## src/rtl/seven_segment_capture.sv

```systemverilog
// seven_segment_capture
// Recovers four 4-bit digit codes by watching a multiplexed, active-low
// seven-segment display scan. Each scanned sample (segments + digit enables)
// is registered, and a digit is committed into its slot only after the same
// selectable sample has been seen for STABLE_CYCLES consecutive edges.
// Optional decimal-point capture is enabled by defining the macro
// SEVEN_SEGMENT_CAPTURE_DP_EN (adds input dp and output dp_flags).
module seven_segment_capture #(
  parameter int unsigned STABLE_CYCLES = 4
) (
  input  logic        clk,
  input  logic        rst_n,
  input  logic [1:7]  seg,
  input  logic [3:0]  an,
`ifdef SEVEN_SEGMENT_CAPTURE_DP_EN
  input  logic        dp,
  output logic [3:0]  dp_flags,
`endif
  output logic [15:0] digits,
  output logic [3:0]  digit_valid,
  output logic        frame_done,
  output logic        pattern_err
);

  // Run counter saturates at this value; 8 bits covers the legal 2..255 range.
  localparam logic [7:0] RUN_MAX = 8'(STABLE_CYCLES);

`ifdef SEVEN_SEGMENT_CAPTURE_DP_EN
  localparam int SAMPLE_W = 12;
`else
  localparam int SAMPLE_W = 11;
`endif

  typedef enum logic [1:0] {
    IDLE  = 2'b00,
    COUNT = 2'b01,
    HELD  = 2'b10
  } state_t;

  // ---------------------------------------------------------------------
  // Helper functions
  // ---------------------------------------------------------------------

  // A sample is selectable only when exactly one digit enable is low.
  function automatic logic is_selectable(input logic [3:0] a);
    logic r;
    case (a)
      4'b1110, 4'b1101, 4'b1011, 4'b0111: r = 1'b1;
      default:                            r = 1'b0;
    endcase
    return r;
  endfunction

  // Slot index of the single low digit enable (0 when not selectable).
  function automatic logic [1:0] slot_of(input logic [3:0] a);
    logic [1:0] r;
    case (a)
      4'b1110: r = 2'd0;
      4'b1101: r = 2'd1;
      4'b1011: r = 2'd2;
      4'b0111: r = 2'd3;
      default: r = 2'd0;
    endcase
    return r;
  endfunction

  // Segment pattern (a..g, active-low) to {legal, code}.
  function automatic logic [4:0] decode_seg(input logic [1:7] s);
    logic [4:0] r;
    case (s)
      7'b0000001: r = {1'b1, 4'd0};
      7'b1001111: r = {1'b1, 4'd1};
      7'b0010010: r = {1'b1, 4'd2};
      7'b0000110: r = {1'b1, 4'd3};
      7'b1001100: r = {1'b1, 4'd4};
      7'b0100100: r = {1'b1, 4'd5};
      7'b0100000: r = {1'b1, 4'd6};
      7'b0001111: r = {1'b1, 4'd7};
      7'b0000000: r = {1'b1, 4'd8};
      7'b0000100: r = {1'b1, 4'd9};
      7'b1111111: r = {1'b1, 4'd10};
      7'b0110000: r = {1'b1, 4'd12};
      7'b1111110: r = {1'b1, 4'd15};
      default:    r = {1'b0, 4'd0};
    endcase
    return r;
  endfunction

  // ---------------------------------------------------------------------
  // Declarations
  // ---------------------------------------------------------------------
  logic [SAMPLE_W-1:0] sample_s;
  logic [SAMPLE_W-1:0] sample_r;
  logic [1:7]          seg_held_s;
  logic [3:0]          an_held_s;
  logic                sel_new_s;
  logic                same_s;
  logic [7:0]          run_r;
  logic [7:0]          run_nxt_s;
  state_t              state_r;
  state_t              state_nxt_s;
  logic                commit_s;
  logic [1:0]          slot_s;
  logic [4:0]          dec_s;
  logic                legal_s;
  logic [3:0]          code_s;

  logic [15:0]         digits_r;
  logic [3:0]          valid_r;
  logic [3:0]          mask_r;
  logic                frame_r;
  logic                perr_r;
  logic [15:0]         digits_nxt_s;
  logic [3:0]          valid_nxt_s;
  logic [3:0]          mask_set_s;
  logic [3:0]          mask_nxt_s;
  logic                frame_nxt_s;
  logic                perr_nxt_s;
`ifdef SEVEN_SEGMENT_CAPTURE_DP_EN
  logic                dp_held_s;
  logic [3:0]          dpf_r;
  logic [3:0]          dpf_nxt_s;
`endif

  // ---------------------------------------------------------------------
  // Sample comparison and run length
  // ---------------------------------------------------------------------
`ifdef SEVEN_SEGMENT_CAPTURE_DP_EN
  assign sample_s  = {dp, seg, an};
  assign dp_held_s = sample_r[11];
`else
  assign sample_s  = {seg, an};
`endif
  assign seg_held_s = sample_r[10:4];
  assign an_held_s  = sample_r[3:0];

  assign sel_new_s = is_selectable(an);
  assign same_s    = (sample_s == sample_r);

  // Commit decisions look only at the registered sample and its run length.
  assign commit_s = (state_r == COUNT) && (run_r == RUN_MAX);
  assign slot_s   = slot_of(an_held_s);
  assign dec_s    = decode_seg(seg_held_s);
  assign legal_s  = dec_s[4];
  assign code_s   = dec_s[3:0];

  // Next run length: extend a matching selectable run, otherwise restart.
  always_comb begin
    run_nxt_s = 8'd0;
    if (sel_new_s && same_s) begin
      if (run_r < RUN_MAX) begin
        run_nxt_s = run_r + 8'd1;
      end else begin
        run_nxt_s = RUN_MAX;
      end
    end else if (sel_new_s) begin
      run_nxt_s = 8'd1;
    end else begin
      run_nxt_s = 8'd0;
    end
  end

  // Next FSM state: any change leaves HELD; a commit moves COUNT to HELD.
  always_comb begin
    state_nxt_s = state_r;
    if (!sel_new_s) begin
      state_nxt_s = IDLE;
    end else if (!same_s) begin
      state_nxt_s = COUNT;
    end else if (commit_s || (state_r == HELD)) begin
      state_nxt_s = HELD;
    end else begin
      state_nxt_s = COUNT;
    end
  end

  // Sample register, run counter and FSM state.
  always_ff @(posedge clk) begin
    if (!rst_n) begin
      sample_r <= {SAMPLE_W{1'b1}};
      run_r    <= 8'd0;
      state_r  <= IDLE;
    end else begin
      sample_r <= sample_s;
      run_r    <= run_nxt_s;
      state_r  <= state_nxt_s;
    end
  end

  // ---------------------------------------------------------------------
  // Commit: slot update, frame mask and status pulses
  // ---------------------------------------------------------------------

  // Compute next slot contents, frame mask and pulses for this edge.
  always_comb begin
    digits_nxt_s = digits_r;
    valid_nxt_s  = valid_r;
    mask_set_s   = mask_r;
    mask_nxt_s   = mask_r;
    frame_nxt_s  = 1'b0;
    perr_nxt_s   = 1'b0;
`ifdef SEVEN_SEGMENT_CAPTURE_DP_EN
    dpf_nxt_s    = dpf_r;
`endif
    if (commit_s) begin
      if (legal_s) begin
        digits_nxt_s[{slot_s, 2'b00} +: 4] = code_s;
        valid_nxt_s[slot_s]                = 1'b1;
`ifdef SEVEN_SEGMENT_CAPTURE_DP_EN
        dpf_nxt_s[slot_s]                  = ~dp_held_s;
`endif
        // Re-committing a slot already in the mask simply keeps its bit set.
        mask_set_s = mask_r | (4'b0001 << slot_s);
        if (mask_set_s == 4'b1111) begin
          frame_nxt_s = 1'b1;
          mask_nxt_s  = 4'b0000;
        end else begin
          frame_nxt_s = 1'b0;
          mask_nxt_s  = mask_set_s;
        end
      end else begin
        // Unknown pattern: flag it, leave every slot and the mask alone.
        perr_nxt_s = 1'b1;
      end
    end else begin
      frame_nxt_s = 1'b0;
      perr_nxt_s  = 1'b0;
    end
  end

  // Output and frame-mask registers; reset dominates a same-edge commit.
  always_ff @(posedge clk) begin
    if (!rst_n) begin
      digits_r <= 16'h0000;
      valid_r  <= 4'b0000;
      mask_r   <= 4'b0000;
      frame_r  <= 1'b0;
      perr_r   <= 1'b0;
`ifdef SEVEN_SEGMENT_CAPTURE_DP_EN
      dpf_r    <= 4'b0000;
`endif
    end else begin
      digits_r <= digits_nxt_s;
      valid_r  <= valid_nxt_s;
      mask_r   <= mask_nxt_s;
      frame_r  <= frame_nxt_s;
      perr_r   <= perr_nxt_s;
`ifdef SEVEN_SEGMENT_CAPTURE_DP_EN
      dpf_r    <= dpf_nxt_s;
`endif
    end
  end

  assign digits      = digits_r;
  assign digit_valid = valid_r;
  assign frame_done  = frame_r;
  assign pattern_err = perr_r;
`ifdef SEVEN_SEGMENT_CAPTURE_DP_EN
  assign dp_flags    = dpf_r;
`endif

endmodule

```

## config.mk

```make
export PLATFORM = sky130hd
export DESIGN_NAME = seven_segment_capture
export DESIGN_NICKNAME = d
export VERILOG_FILES = /design/src/rtl/seven_segment_capture.sv
export SDC_FILE = /design/constraint.sdc
export NUM_CORES = 1
export LEC_CHECK = 0
export CORE_MARGIN = 4
export CORE_UTILIZATION = 54
export CTS_BUF_LIST = sky130_fd_sc_hd__clkbuf_16
export DETAILED_ROUTE_END_ITERATION = 8
export PLACE_DENSITY = 0.76
export SLEW_MARGIN = 0
export SYNTH_ARGS = -nofsm -noshare
export SYNTH_HDL_FRONTEND = slang
export SYNTH_SLANG_ARGS = --single-unit
```

## constraint.sdc

```tcl
create_clock -name clk -period 2.8 [get_ports clk]
set_clock_uncertainty 0.15 [all_clocks]
set_input_delay 0.56 -clock clk [delete_from_list [all_inputs] [get_ports clk]]
set_output_delay 0.56 -clock clk [all_outputs]
set_load 0.005 [all_outputs]
```

# Yosys cells after proc, flatten, opt, wreduce, memory -nomap -nowiden
# Index checks and enable logic that the tools add are counted.
# totals
reg_bits	47
word_cells	68
input_bits	13
output_inout_bits	22
# classes
order_cmp	3
n_bitwise	2
n_addsub	2
shifts	3
reduce_logical	11
eq_ne	24
muxes	14
# ops
op	count
case mux 5 bit (13 select lines)	1
equality test 7 bit (second input constant)	4
equality test 4 bit (second input constant)	6
equality test 7 x 6 -> 1 bit (second input constant)	3
bitwise mux 16 bit	1
two-way mux 8 bit	2
variable shift 4 x 6 -> 16 bit (first input constant)	1
variable part select 4 x 6 -> 16 bit	1
equality test 7 x 3 -> 1 bit (second input constant)	2
equality test 11 bit	1
adder 8 x 1 -> 8 bit (second input constant)	1
equality test 4 x 3 -> 1 bit (second input constant)	2
equality test 8 x 3 -> 1 bit (second input constant)	1
< comparator 8 x 3 -> 1 bit (second input constant)	1
OR 4 bit	2
equality test 7 x 1 -> 1 bit (second input constant)	1
equality test 7 x 4 -> 1 bit (second input constant)	1
equality test 7 x 5 -> 1 bit (second input constant)	1
logical NOT 7 bit	1
two-way mux 1 bit	6
negator 4 -> 6 bit	1
case mux 2 bit (3 select lines)	1
AND reduction 2 bit	3
AND reduction 3 bit	2
11 further kinds	13

# Logic depth before layout (Yosys ltp)
# Gate-level depths: netlist of the first run.
# depth
word_depth	7
depth_mapped	9
ltp_nobuf	9

# Worst setup path after synthesis of the first run
# OpenSTA, ideal clock, no wires.
# synth_path
path_kind	register to register
startpoint	reg sample_r[3]
endpoint	reg digits_r[7] (netlist: digits[7])
setup_ps	70
stages_incl_launch_ff	9
t_arrival_ps	1927
synth_period_minus_slack_ps	2147
t_required_ps	2580
slack_ps	653
path_buffers	1
path_cell_list	dfxtp_1 -> xor2_1 -> nand3_1 -> ha_1 -> clkbuf_1 -> nand3b_1 -> a2111oi_0 -> o21ai_0 -> a21oi_1
# synth_via
elab_chain_cells	5
word_cells_on_any_way	8
cone_classes	add/sub: 1; eq/ne: 3; shift: 2; mux: 2
# synth_rtl
item	line_no	text
start, declared	93	logic [SAMPLE_W-1:0] sample_r;
start signal, assigned	180	sample_r <= {SAMPLE_W{1'b1}};
start signal, assigned	184	sample_r <= sample_s;
equality test 4 x 3 -> 1 bit / equality test 4 bit (equally long branches)	57	case (a)
case mux 2 bit (3 select lines) (*)	57	
negator 4 -> 6 bit (*)	207	digits_nxt_s[{slot_s, 2'b00} +: 4] = code_s;
variable part select 4 x 6 -> 16 bit / variable shift 4 x 6 -> 16 bit (equally long branches)	207	
bitwise mux 16 bit (*)	207	
end signal, assigned	243	digits_r <= digits_nxt_s;
end, declared	108	logic [15:0] digits_r;
# Mark *: on every way between the ends. The rest lies on a longest branch, timed or not.
# A chain may end at the register's enable or synchronous reset.

# Worst setup path in the final report of the first run
# Ends and elaborated chain as after synthesis.

==> results.toml, run 1 <==
[global_routing]
grt_pass1_wl_um = 8832
grt_max_degree = 28
grt_overflow = 0
grt_pass1_vias = 1876
antenna_found_initial = 0
grt_usage = 0.2124

[floorplan]
fp.dieW_um = 73.81
die_area_um2 = 5447
core_area_um2 = 4086
num_io_pins = 35
num_rows = 23
start_util = 0.5723
die_y_um = 73.81

[logic_synthesis]
syn_area_um2 = 2338
avgSynthCellArea_um2 = 8.994
ys_seq_elements = 47
synth_edf_count = 0
synth.area.top_cells = "dfxtp_1 40%, ha_1 4.8%, nand2_1 4.7%"
yosysTopAreaCell = "dfxtp_1"
synth_top_area_frac = 0.4024
dominantRegCellSynth = "dfxtp_1"
synthArstFlopShare = 0
yosysWarningCount = 0
seq_area_frac_synth = 0.4024
synth_cells = 260
netlist-cell-type-count = 57

[sta]
setup_violations = 0
fmax_mhz = 412.8
finalSetupTns_ps = 0
max_slew_margin = 0.5679
finalHoldViolCount = 0
min_period_over_period = 0.8651
slew_violations = 0
rsz0062_at_grt = "false"
worst_pin_slew_ps = 643.2
fin_ws_ps = 377.8
period_needed_ps = 2422

[placement]
dp_slack_ps = 358.0
place_hpwl_um = 3836
place.gp.congestion = 0.8643
port_buffers = 34
dpl_cell_area_um2 = 2708

[worst_setup_path]
cp-end-kind = "register"
worstSetupPathType = "register to register"
critPathMaxFanout = 8
cp.arrival_ps = 2490
critPathLaunchType = "register"
crit_required_ps = 2870

[routing]
dr.pass1.iters = 4
drcViolationCount = 0
drt_wl_total_um = 5321
via_per_inst = 5.761
vias = 1999
drt_iter0_markers = 171
wl_per_cell_um = 15.33
postRouteAntennaNets = 0

[pwr]
combPwrFrac = 0.098
pwr-share-seq = 0.460
p_int_mw = 1.174
p_sw_mw = 0.3543
irDropWorstVdd_uv = 337.3
p_total_mw = 1.529
swShare = 0.2318
clockPowerShare = 0.442
p_leak_nw = 1.058
powerDensity_nw_per_um2 = 530.7

[flow_run]
drv_cap = 0

[clock_tree]
cts_hold_buf = 0
cts_num_sinks = 47
cts_buffers = 5
path_clk_slew_ps = 60
cts_root_buf = "clkbuf_16"
cts_resized = 0
htreeDepth = 2
ctsLongestPathBuffers = 2
clk-insertion-delay-late_ps = 290
cts_tree = "done"
cts_setup_buffers = 0

[final_layout]
layout-area-overhead-vs-synth_pct = 23.17
nNetsFinal = 318
drive_gt1_frac = 0.08754
fin_util = 0.7048
final_cell_mix = "47 x dfxtp_1, 34 x clkdlybuf4s50_1, 29 x nand2_1, 14 x inv_1, 14 x o22ai_1"
final_cell_area_um2 = 2880
n_antenna_cell = 0
final_common_cell = "dfxtp_1"

[run_status]
status = "complete, no violations"

[worst_hold_path]
hold_class = "register to register"
[metrics by stage]
| step | cells | hold WS, ps |
|---|---|---|
| 3_3_place_gp | 339 | 284.3 |
| 2_1_floorplan | 264 | 284.0 |
| 4_1_cts | 347 | 297.7 |
| 5_1_grt | 347 | 329.8 |
| 3_5_place_dp | 339 | 287.3 |
| 6_report | 347 | 297.4 |
[worst max-delay path: stages, from the launching register on]
cell and delay (ps):
dfxtp_1 390, xor2_1 180, nand3_1 220, ha_1 520
nand3b_1 100, a2111oi_0 520, o21ai_0 150, a21oi_1 120
[synthesized netlist by cell type (3+ instances only)]
cell      instances
dfxtp_1          47
nand2_1          29
inv_1            14
o22ai_1          14
a21oi_1          12
nand2b_1         11
nor2_1           11
xnor2_1          11
ha_1              9
nand3_1           9
nand4_1           6
nor2b_1           6
nor3_1            6
clkbuf_1          5
a31oi_1           4
xor2_1            4
a211oi_1          3
and3_1            3
nand3b_1          3
o21ai_0           3
[layout make-up]
type	instances	area (um2)
sequential	47	940.9
fill	334	1206
multi-input combinational	191	1289
timing repair buffer	37	362.8
tap	50	62.56
inverter	14	52.55
clock inverter	3	47.55
clock buffer	5	125.1
[power groups by stage]
stage	Combinational, mW	Sequential (mW)	Clock, mW
CTS	0.148	0.702	0.692
finish	0.150	0.702	0.676
detailed placement	0.145	0.717	0
global route	0.165	0.705	0.718
floorplan	0.110	0.704	0
global placement	0.144	0.717	0
[worst paths after layout]
kind,endpoint,startpoint,cells past startpoint,slack (ps)
setup / recovery,digits[7],sample_r[3],7,380
hold / removal,digit_valid[3],digit_valid[3],2,300
setup reg to reg,digits[7],sample_r[3],7,380
hold reg to reg,digit_valid[3],digit_valid[3],2,300
[state kept, by name, summed over array words and instances, names as in the netlist]
name / count
mask_r: 4
state_r: 2
sample_r: 11
pattern_err: 1
frame_done: 1
run_r: 8
digit_valid: 4
digits: 16
[kinds of logic (layout without fill, tap and decap cells)]
family / after synthesis / count (layout) / share of synthesized area
simple gates: 103 / 103 / 0.2504
xor+xnor: 15 / 15 / 0.05618
compound gates: 58 / 58 / 0.1841
buf+inv: 26 / 59 / 0.05297
fa+ha+maj: 9 / 9 / 0.04815
other cells: 1 / 5 / 0.001604
flops: 47 / 47 / 0.4024
mux: 1 / 1 / 0.004281
[routing by layer]
metal  vias up  routed length, um  global-route usage  part of all wire
met5         -                  0                   0                 0
met4         0                 97             0.08853             0.018
met3         9                260             0.04104             0.049
met2        59               2516              0.3199              0.47
met1       932               2447              0.2956              0.46
li1        999                  -                   -                 -
Power figures use the tool's default switching activity.
==> inputs of run 2 (changes only) <==
- CORE_UTILIZATION: 54 -> 48
- PLACE_DENSITY: 0.76 -> 0.71
- RECOVER_POWER: not set -> 25
- clock period: 2.8 -> 2.2 ns (I/O delays scaled with it)
==> run 2 against run 1 <==
Non-clock buffer count rose by 19; die area increased by 11%; global-route usage shrank 2.6 points; critical path type unchanged.
==> results.toml, run 2 (synthesized netlist as in run 1, its figures left out) <==
[routing]
drt_wl_total_um = 5468
wl_per_cell_um = 14.28
postRouteAntennaNets = 0
vias = 2060
drcViolationCount = 0
dr.pass1.iters = 4
drt_iter0_markers = 136
via_per_inst = 5.379

[clock_tree]
htreeDepth = 2
cts_hold_buf = 0
cts_num_sinks = 47
cts_tree = "done"
clk-insertion-delay-late_ps = 280
path_clk_slew_ps = 60
cts_setup_buffers = 0
ctsLongestPathBuffers = 2
cts_buffers = 5
cts_root_buf = "clkbuf_16"

[sta]
rsz0062_at_grt = "true"
fin_ws_ps = 30.53
min_period_over_period = 0.9861
fmax_mhz = 460.9
period_needed_ps = 2169
slew_violations = 0
setup_violations = 0
finalHoldViolCount = 0
hold_ws_ps = 290.0
finalSetupTns_ps = 0

[final_layout]
largest_reg_flops = 16
regArea_um2 = 943.4
n_fill_cell = 402
final_cell_area_um2 = 3043
final_common_cell = "dfxtp_1"
nNetsFinal = 337
final_cell_mix = "45 x dfxtp_1, 30 x clkdlybuf4s50_1, 29 x nand2_1, 22 x buf_4"
multi_input_area_um2 = 1318
layout-area-overhead-vs-synth_pct = 30.12
fin_util = 0.6442
drive_gt1_frac = 0.1582
n_antenna_cell = 0

[placement]
port_buffers = 34
dp_slack_ps = 0.09415
dpl_cell_area_um2 = 2872
place_hpwl_um = 4159
place.gp.congestion = 0.8737

[floorplan]
die_area_um2 = 6053
num_rows = 25
start_util = 0.4951
fp.dieW_um = 77.80
die_y_um = 77.80
core_area_um2 = 4723
num_io_pins = 35

[worst_hold_path]
holdPathStages = 2
hold_class = "register to register"

[pwr]
irDropWorstVdd_uv = 442.5
powerDensity_nw_per_um2 = 600.7
p_leak_nw = 1.135

[flow_run]
drv_cap = 0

[worst_setup_path]
worstSetupPathType = "register to register"
path_buf_inv = 1
cp.arrival_ps = 2210
crit_cells = 7
max_stage_delay_ps = 460
worstRegToRegCells = 7
crit_path_cell_trace = "inv_1 > ha_1 > and4b_1 > nand4_1 > nor4b_1 > a21oi_1 > a311oi_1"
cp_slowest_cell = "nor4b_1"
critPathLaunchType = "register"
crit_family = "simple AND/OR/NAND/NOR gates"
critPathMaxFanout = 6
crit_required_ps = 2240
cp-end-kind = "register"

[run_status]
status = "complete, no violations"

[global_routing]
grt_pass1_wl_um = 9032
grt_overflow = 0
grt_pass1_vias = 1987
antenna_found_initial = 0
grt_max_degree = 18
grt_usage = 0.1863
run 2: changes by cell type in the layout (fill, tap and decap cells not counted), sizes merged:
cell	before	now
buf	3	22
bufinv	1	0
clkinvlp	0	1
clkdlybuf4s50	34	30
inv	15	14
dlygate4sd3	0	4
clkinv	1	2
run 2: power by group:
| part | leakage [nW] | switching, mW | internal, mW |
|---|---|---|---|
| logic | 0.686 | 0.117 | 0.106 |
| clock network | 0.0649 | 0.302 | 0.413 |
| registers | 0.383 | 0.0206 | 0.869 |
| total | 1.13 | 0.440 | 1.39 |
run 2: stage by stage:
stage	instances	total power [mW]
final	383	1.828
after global routing	383	1.919
after CTS	383	1.834
after detailed placement	375	1.123
after global placement	375	1.118
after floorplan	264	1.036
run 2: worst min-delay path: cells and delay by family (launching register included):
kind	cells	cell delay, ps
buffers and inverters	1	40
AO/OA/AOI/OAI	1	50
flip-flops	1	300
run 2: repair_timing:
| item | in CTS | in global routing |
|---|---|---|
| gates resized for setup | 1 | 8 |
| cloned | 0 | 0 |
| setup endpoints to repair | 1 | 7 |
run 2: path summary, 6_finish.rpt:
path | from | slack [ps] | endpoint
worst max register to register | run_r[0] | 30 | digits[3]
worst max-delay path | run_r[0] | 30 | digits[3]
worst min-delay path | digit_valid[1] | 290 | digit_valid[1]
worst min register to register | digit_valid[1] | 290 | digit_valid[1]
run 2: metal layers:
layer  share of wire  global-route usage  vias to the layer above
met5               0                   0                        -
met3           0.053             0.04408                       10
met2            0.50              0.3134                       59
met4           0.017             0.06762                        0
met1            0.43              0.2303                      955
li1                -                   -                     1036
run 2: final cells by class:
class,count,area share
flip-flops and latches,47,0.3100
repair buffers,56,0.1661
well taps,67,0.02755
clock inverters,3,0.004934
inverters,14,0.01727
multi-input cells,191,0.4330
clock buffers,5,0.04112
